File: src/rtl/ysyx_25020037_mem_arbiter.sv
// Two-master AXI4-Lite arbiter: IFU (read) and LSU (read/write) share one slave port.
// One transaction in flight; round-robin on ties; grant held until the response handshake.
module ysyx_25020037_mem_arbiter #(
   parameter int ADDR_W = 32,
   parameter int DATA_W = 32
) (
   input  logic                clk,
   input  logic                rst,
   // IFU read
   input  logic [ADDR_W-1:0]   ifu_araddr,
   input  logic                ifu_arvalid,
   output logic                ifu_arready,
   output logic [DATA_W-1:0]   ifu_rdata,
   output logic [1:0]          ifu_rresp,
   output logic                ifu_rvalid,
   input  logic                ifu_rready,
   // LSU read
   input  logic [ADDR_W-1:0]   lsu_araddr,
   input  logic                lsu_arvalid,
   output logic                lsu_arready,
   output logic [DATA_W-1:0]   lsu_rdata,
   output logic [1:0]          lsu_rresp,
   output logic                lsu_rvalid,
   input  logic                lsu_rready,
   // LSU write
   input  logic [ADDR_W-1:0]   lsu_awaddr,
   input  logic                lsu_awvalid,
   output logic                lsu_awready,
   input  logic [DATA_W-1:0]   lsu_wdata,
   input  logic [DATA_W/8-1:0] lsu_wstrb,
   input  logic                lsu_wvalid,
   output logic                lsu_wready,
   output logic [1:0]          lsu_bresp,
   output logic                lsu_bvalid,
   input  logic                lsu_bready,
   // slave side
   output logic [ADDR_W-1:0]   mem_araddr,
   output logic                mem_arvalid,
   input  logic                mem_arready,
   input  logic [DATA_W-1:0]   mem_rdata,
   input  logic [1:0]          mem_rresp,
   input  logic                mem_rvalid,
   output logic                mem_rready,
   output logic [ADDR_W-1:0]   mem_awaddr,
   output logic                mem_awvalid,
   input  logic                mem_awready,
   output logic [DATA_W-1:0]   mem_wdata,
   output logic [DATA_W/8-1:0] mem_wstrb,
   output logic                mem_wvalid,
   input  logic                mem_wready,
   input  logic [1:0]          mem_bresp,
   input  logic                mem_bvalid,
   output logic                mem_bready,
   output logic [1:0]          grant
);

   typedef enum logic [1:0] {IDLE = 2'd0, IFU_RD = 2'd1, LSU_RD = 2'd2, LSU_WR = 2'd3} state_t;

   state_t state;
   logic   last_lsu;
   logic   ar_done, aw_done, w_done;

   logic ifu_req, lsu_req;
   assign ifu_req = ifu_arvalid;
   assign lsu_req = lsu_awvalid | lsu_arvalid;
   assign grant   = state;

   always_ff @(posedge clk or posedge rst) begin
      if (rst) begin
         state    <= IDLE;
         last_lsu <= 1'b1;
         ar_done  <= 1'b0;
         aw_done  <= 1'b0;
         w_done   <= 1'b0;
      end else begin
         case (state)
            IDLE: begin
               ar_done <= 1'b0;
               aw_done <= 1'b0;
               w_done  <= 1'b0;
               // IFU takes a tie only when the LSU was served last
               if (ifu_req && (!lsu_req || last_lsu)) state <= IFU_RD;
               else if (lsu_req)                       state <= lsu_awvalid ? LSU_WR : LSU_RD;
            end
            IFU_RD, LSU_RD: begin
               if (mem_arvalid && mem_arready) ar_done <= 1'b1;
               if (mem_rvalid && mem_rready) begin
                  state    <= IDLE;
                  last_lsu <= (state == LSU_RD);
               end
            end
            LSU_WR: begin
               if (mem_awvalid && mem_awready) aw_done <= 1'b1;
               if (mem_wvalid && mem_wready)   w_done  <= 1'b1;
               if (mem_bvalid && mem_bready) begin
                  state    <= IDLE;
                  last_lsu <= 1'b1;
               end
            end
            default: state <= IDLE;
         endcase
      end
   end

   // Pure routing: everything not owned by the current grant is driven to zero.
   always_comb begin
      ifu_arready = 1'b0;
      ifu_rdata   = '0;
      ifu_rresp   = 2'b00;
      ifu_rvalid  = 1'b0;
      lsu_arready = 1'b0;
      lsu_rdata   = '0;
      lsu_rresp   = 2'b00;
      lsu_rvalid  = 1'b0;
      lsu_awready = 1'b0;
      lsu_wready  = 1'b0;
      lsu_bresp   = 2'b00;
      lsu_bvalid  = 1'b0;
      mem_araddr  = '0;
      mem_arvalid = 1'b0;
      mem_rready  = 1'b0;
      mem_awaddr  = '0;
      mem_awvalid = 1'b0;
      mem_wdata   = '0;
      mem_wstrb   = '0;
      mem_wvalid  = 1'b0;
      mem_bready  = 1'b0;
      case (state)
         IFU_RD: begin
            mem_araddr  = ifu_araddr;
            mem_arvalid = ifu_arvalid & ~ar_done;
            ifu_arready = mem_arready & ~ar_done;
            ifu_rdata   = mem_rdata;
            ifu_rresp   = mem_rresp;
            ifu_rvalid  = mem_rvalid;
            mem_rready  = ifu_rready;
         end
         LSU_RD: begin
            mem_araddr  = lsu_araddr;
            mem_arvalid = lsu_arvalid & ~ar_done;
            lsu_arready = mem_arready & ~ar_done;
            lsu_rdata   = mem_rdata;
            lsu_rresp   = mem_rresp;
            lsu_rvalid  = mem_rvalid;
            mem_rready  = lsu_rready;
         end
         LSU_WR: begin
            mem_awaddr  = lsu_awaddr;
            mem_awvalid = lsu_awvalid & ~aw_done;
            lsu_awready = mem_awready & ~aw_done;
            mem_wdata   = lsu_wdata;
            mem_wstrb   = lsu_wstrb;
            mem_wvalid  = lsu_wvalid & ~w_done;
            lsu_wready  = mem_wready & ~w_done;
            lsu_bresp   = mem_bresp;
            lsu_bvalid  = mem_bvalid;
            mem_bready  = lsu_bready;
         end
         default: ;
      endcase
   end

endmodule

File: config.mk
export PLATFORM = sky130hd
export DESIGN_NAME = ysyx_25020037_mem_arbiter
export DESIGN_NICKNAME = d
export VERILOG_FILES = /design/src/rtl/ysyx_25020037_mem_arbiter.sv
export SDC_FILE = /design/constraint.sdc
export NUM_CORES = 1
export LEC_CHECK = 0
export ABC_AREA = 0
export CORE_AREA = 2 2 142 144
export CTS_CLUSTER_SIZE = 16
export DETAILED_ROUTE_END_ITERATION = 8
export DIE_AREA = 0 0 144 146
export GPL_TIMING_DRIVEN = 0
export HOLD_SLACK_MARGIN = 0.12
export PLACE_DENSITY = 0.58
export RECOVER_POWER = 25
export SYNTH_ARGS = -nofsm -noshare
export SYNTH_HDL_FRONTEND = slang
export SYNTH_SLANG_ARGS = --single-unit
File: constraint.sdc
create_clock -name clk -period 1.6 [get_ports clk]
set_input_delay 0.32 -clock clk [delete_from_list [all_inputs] [get_ports clk]]
set_output_delay 0.32 -clock clk [all_outputs]
set_load 0.01 [all_outputs]
Yosys cells after proc, flatten, opt, wreduce, memory -nomap -nowiden
Index checks and enable logic that the tools add are counted.
Word-level totals
  register bits after elaboration: 6
  bits of input ports: 182
  output and inout bits: 184
  logic and storage cells: 79
Operators by class
  eq/ne operators: 9
  multiplexer cells: 36
  bitwise gates (word level): 11
  reductions and logical operators: 18
Operators with widths (count)
  two-way mux 32 bit: 4
  case mux 32 bit (2 select lines): 1
  two-way mux 1 bit: 16
  two-way mux 2 bit: 7
  case mux 1 bit (2 select lines): 6
  != test 2 bit, second input constant: 5
  AND 1 bit: 7
  logical AND 1 bit: 6
  case mux 2 bit (3 select lines): 1
  AND reduction 2 bit: 3
  AND reduction 3 bit: 2
  nonzero test 2 bit: 3
  == test 2 bit, second input constant: 2
  two-way mux 4 bit: 1
  != test 3 bit, second input constant: 1
  inverter 1 bit: 3
  == test 2 x 1 -> 1 bit, second input constant: 1
  logical NOT 2 bit: 1
  OR reduction 2 bit: 1
  logical NOT 1 bit: 1
  logical OR 1 bit: 1
  OR 1 bit: 1

Longest topological paths before layout
  word-level depth: 6
  depth in mapped cells: 7
  depth with buffers taken out: 6

Worst setup path before layout
No wires, ideal clock.
  kind: register to output
  start point: register state[0] (netlist: grant[0])
  end point: output mem_araddr[0]
  arrival time: 1392 ps
  data required time: 1280 ps
  slack: -112 ps
  cell stages (with the launch flop): 6
  path buffers: 1
  cell sequence: dfrtp_1 inv_1 ha_1 inv_2 buf_1 nor2_1
Between the ends
  word-level cells in the longest chain between the ends: 2
  elaborated cells between the ends (all ways): 3
  classes of those cells: eq/ne (2); mux (1)
Ends and longest elaborated chain
  start: declaration: line 59  | state_t state;
  start signal: assignment: line 83  | else if (lsu_req) state <= lsu_awvalid ? LSU_WR : LSU_RD;
  == test 2 bit / == test 2 x 1 -> 1 bit (equally long branches): line 128  | case (state)
  case mux 32 bit (2 select lines) *: line 128
  end: declaration: line 37  | output logic [ADDR_W-1:0] mem_araddr,
Mark *: on every way between the ends. The rest lies on a longest branch, timed or not.

Final worst setup path
  start point: register state[1] (netlist: grant[1])
  end point: output mem_araddr[3]
The elaborated chain is that of the path after synthesis.

==> flow_summary_export.csv <==
group,metric,value,unit
power_and_ir_drop,combPwrFrac,92.1,%
worst_setup_path,critPathCaptureType,"output pin",
timing,final.period_utilization,125,%
global_route,track_usage,13.4,%
timing,worst_pin_slew,0.233,ns
timing,finalWorstSetupSlack,-0.404,ns
route,wl_per_cell,16.4,um
route,wirelength,15.8,mm
worst_setup_path,r2r_slack,-0.18,ns
power_and_ir_drop,switchingPower,3.62,mW
power_and_ir_drop,share_seq_of_total_power,3.2,%
yosys,synth_top_family_by_area,"simple AND/OR/NAND/NOR gates",
placement,hpwlAfterDp,12.3,mm
yosys,synth_area_leaders,"and2_1, a22oi_1, nor2_1, dfrtp_1, ha_1",
yosys,syn_avg_cell_area,6.63,um^2
clock_tree,cts_root_buf,"clkbuf_16",
run,cap_violations,0,
yosys,netlist.top_cell.by_area,"and2_1",
power_and_ir_drop,switching_share,41.0,%
timing,max_slew_margin,84.4,%
floorplanning,die_h,146,um
global_route,grt_antenna_before_repair,1,
placement,dpl_cell_area,0.00590,mm^2
floorplanning,num_rows,51,
final_layout,drive_gt1_share,52.3,%
worst_setup_path,startpoint,"grant[1]",
final_layout,nFillCells,2025,
timing,skew,0.000800,ns
power_and_ir_drop,internal_power,5.20,mW
timing,rsz0062_at_grt,"true",
global_route,grt_max_degree,11,
route,dr.pass1.iters,4,
final_layout,final_cell_mix,"clkdlybuf4s50_1, and2_1, buf_2, buf_6, and2_4",
yosys,synthCells,287,
floorplanning,start_util,9.84,%
worst_setup_path,worstPathRequired,1.28,ns
final_layout,final_common_cell,"clkdlybuf4s50_1",
global_route,grt_pass1_vias,3622,
clock_tree,cts.sinks,6,
timing,fmax,0.499,GHz
final_layout,n_antenna_cell,0,
clock_tree,clk_latency,0.23,ns
final_layout,fin_area,0.00693,mm^2
floorplanning,pin_count,366,
power_and_ir_drop,leakagePower,3.09,nW
timing,final_hold_viol_count,0,
yosys,synth_top_area_share,46.7,%
run_status,outcome,"finished with violations",
worst_setup_path,crit_type,"reg2out",
power_and_ir_drop,clkPwrFrac,4.7,%
final_layout,syn2layout_area_growth,264,%
clock_tree,cts.clk_slew.worst_paths,0.03,ns
timing,setup_viol,186,
yosys,yosys-mux-area-fraction,2.10,%
timing,slew_violations,0,
min_path,hold_path.class,"in2async",
power_and_ir_drop,ir_drop,0.000537,V
route,drt_iter0_markers,68,
clock_tree,clk_path_buf_depth,2,
route,antenna_left,0,
route,num_vias,3590,
worst_setup_path,ff2ff_path_depth,9,
final_layout,nets,887,
yosys,yosysUniqueCellTypes,24,
global_route,grt_overflow,0,
yosys,synth_fp_nets,475,
final_layout,utilization,35.9,%
floorplanning,dieWidth,144,um
clock_tree,htreeDepth,1,
timing,holdWs,0.448,ns
global_route,grt_first_pass_wirelength,21.6,mm
floorplanning,core,0.0193,mm^2
clock_tree,cts_buffers,3,
worst_setup_path,r2r_end,"last_lsu",
yosys,synth_warnings,0,
final_layout,seq_area,154,um^2
clock_tree,cts_tree,"done",
floorplanning,fp.dieArea,0.0210,mm^2
route,drcViolationCount,0,
yosys,ys_seq_elements,6,
yosys,synth_compound_area_share,18.9,%
placement,placedCellCount,917,
timing,fin_crit,2.00,ns
route,avgViaCountPerCell,3.73,
yosys,synth_xor_xnor_area_share,0,%
yosys,yosys.area_share.simple,59.0,%
worst_setup_path,critPathArrivalTime,1.68,ns
run_status,violations,"negative setup slack",
placement,place.gp.congestion,0.771,
final_layout,stdcell_count,963,
worst_setup_path,worstSetupStartpointType,"flip-flop",
placement,place.port_buffers,365,
final_layout,multi_input_area,0.00198,mm^2
worst_setup_path,path_max_fanout,7,
yosys,seq_area_frac_synth,7.96,%
power_and_ir_drop,power.density,1270,mW/mm^2
yosys,synth_adder_area_share,3.94,%
yosys,synth_area,0.00190,mm^2
worst_setup_path,r2r-start,"grant[0]",
[flip-flops by register name, summed over array words and instances, names as in the netlist]
name,cells
aw_done,1
last_lsu,1
ar_done,1
w_done,1
grant,2
[through the flow]
| step | total power [mW] | setup TNS, ns | worst slack [ns] |
|---|---|---|---|
| floorplan | 2.73 | 0 | 0.0122 |
| global placement | 5.92 | -118.53 | -0.942 |
| detailed placement | 5.91 | -118.75 | -0.960 |
| CTS | 7.87 | -51.61 | -0.398 |
| global route | 9.37 | -64.68 | -0.462 |
| finish | 8.82 | -54.38 | -0.404 |
[power groups by stage]
stage                     Sequential, mW  Combinational (mW)  Clock (mW)
after detailed placement           0.277                5.63           0
after global placement             0.278                5.64           0
after CTS                          0.274                7.17       0.425
final                              0.283                8.12       0.416
after floorplan                    0.266                2.46           0
after global routing               0.290                8.65       0.435
[metal layers]
layer | up-vias | global-route usage [%] | part of all wire [%]
met3 | 8 | 3.85 | 8.9
li1 | 1757 | - | -
met5 | - | 0 | 0
met2 | 195 | 26.7 | 55
met4 | 0 | 1.32 | 0.42
met1 | 1630 | 14.0 | 35
[kinds of logic after synthesis]
logic type,after synthesis
flip-flops,6
adder cells (fa/ha/maj),6
AO/OA/AOI/OAI,45
multiplexers,4
AND/OR/NAND/NOR,192
buffers and inverters,34
[worst max-delay path by stage]
stage	to	slack [ns]	cells after the start
floorplan	mem_araddr[0]	0.01	6
global placement	lsu_rdata[23]	-0.94	5
detailed placement	lsu_rdata[23]	-0.96	5
CTS	mem_araddr[21]	-0.40	8
global route	mem_araddr[3]	-0.46	8
finish	mem_araddr[3]	-0.40	8
[cell usage after synthesis]
library cell / n
a21boi_4: 1
a21oi_1: 5
a22oi_1: 32
a22oi_4: 1
a31oi_4: 1
and2_1: 142
and3b_1: 6
buf_1: 3
buf_2: 10
buf_6: 2
clkbuf_1: 12
dfrtp_1: 5
dfstp_2: 1
ha_1: 6
inv_1: 6
inv_2: 1
mux2i_1: 4
nand2_1: 3
nor2_1: 39
nor2b_4: 1
nor3_2: 1
o21ai_0: 3
o21ai_2: 1
o22a_1: 1
[area by class of cell]
class	instances	area share, %
Inverter	7	0.560
Multi-Input combinational cell	247	28.6
Buffer	26	5.97
Tap cell	265	4.78
Sequential cell	6	2.22
Clock buffer	4	1.14
Timing Repair Buffer	408	56.7
[timing repair]
item                                    CTS  global route
hold buffers                              0             0
gates resized for setup                 863           103
endpoints found under the setup margin  185           187
cloned                                    7             5
pin swaps                                36            21
buffers inserted                         27             6
[critical path, cell delays in order, from the launching register on]
cell	delay, ns
dfrtp_2	0.44
inv_4	0.07
ha_4	0.16
buf_12	0.14
buf_8	0.13
buf_12	0.13
a22oi_2	0.19
nor2_1	0.06
buf_2	0.14
Power figures use the tool's default switching activity.
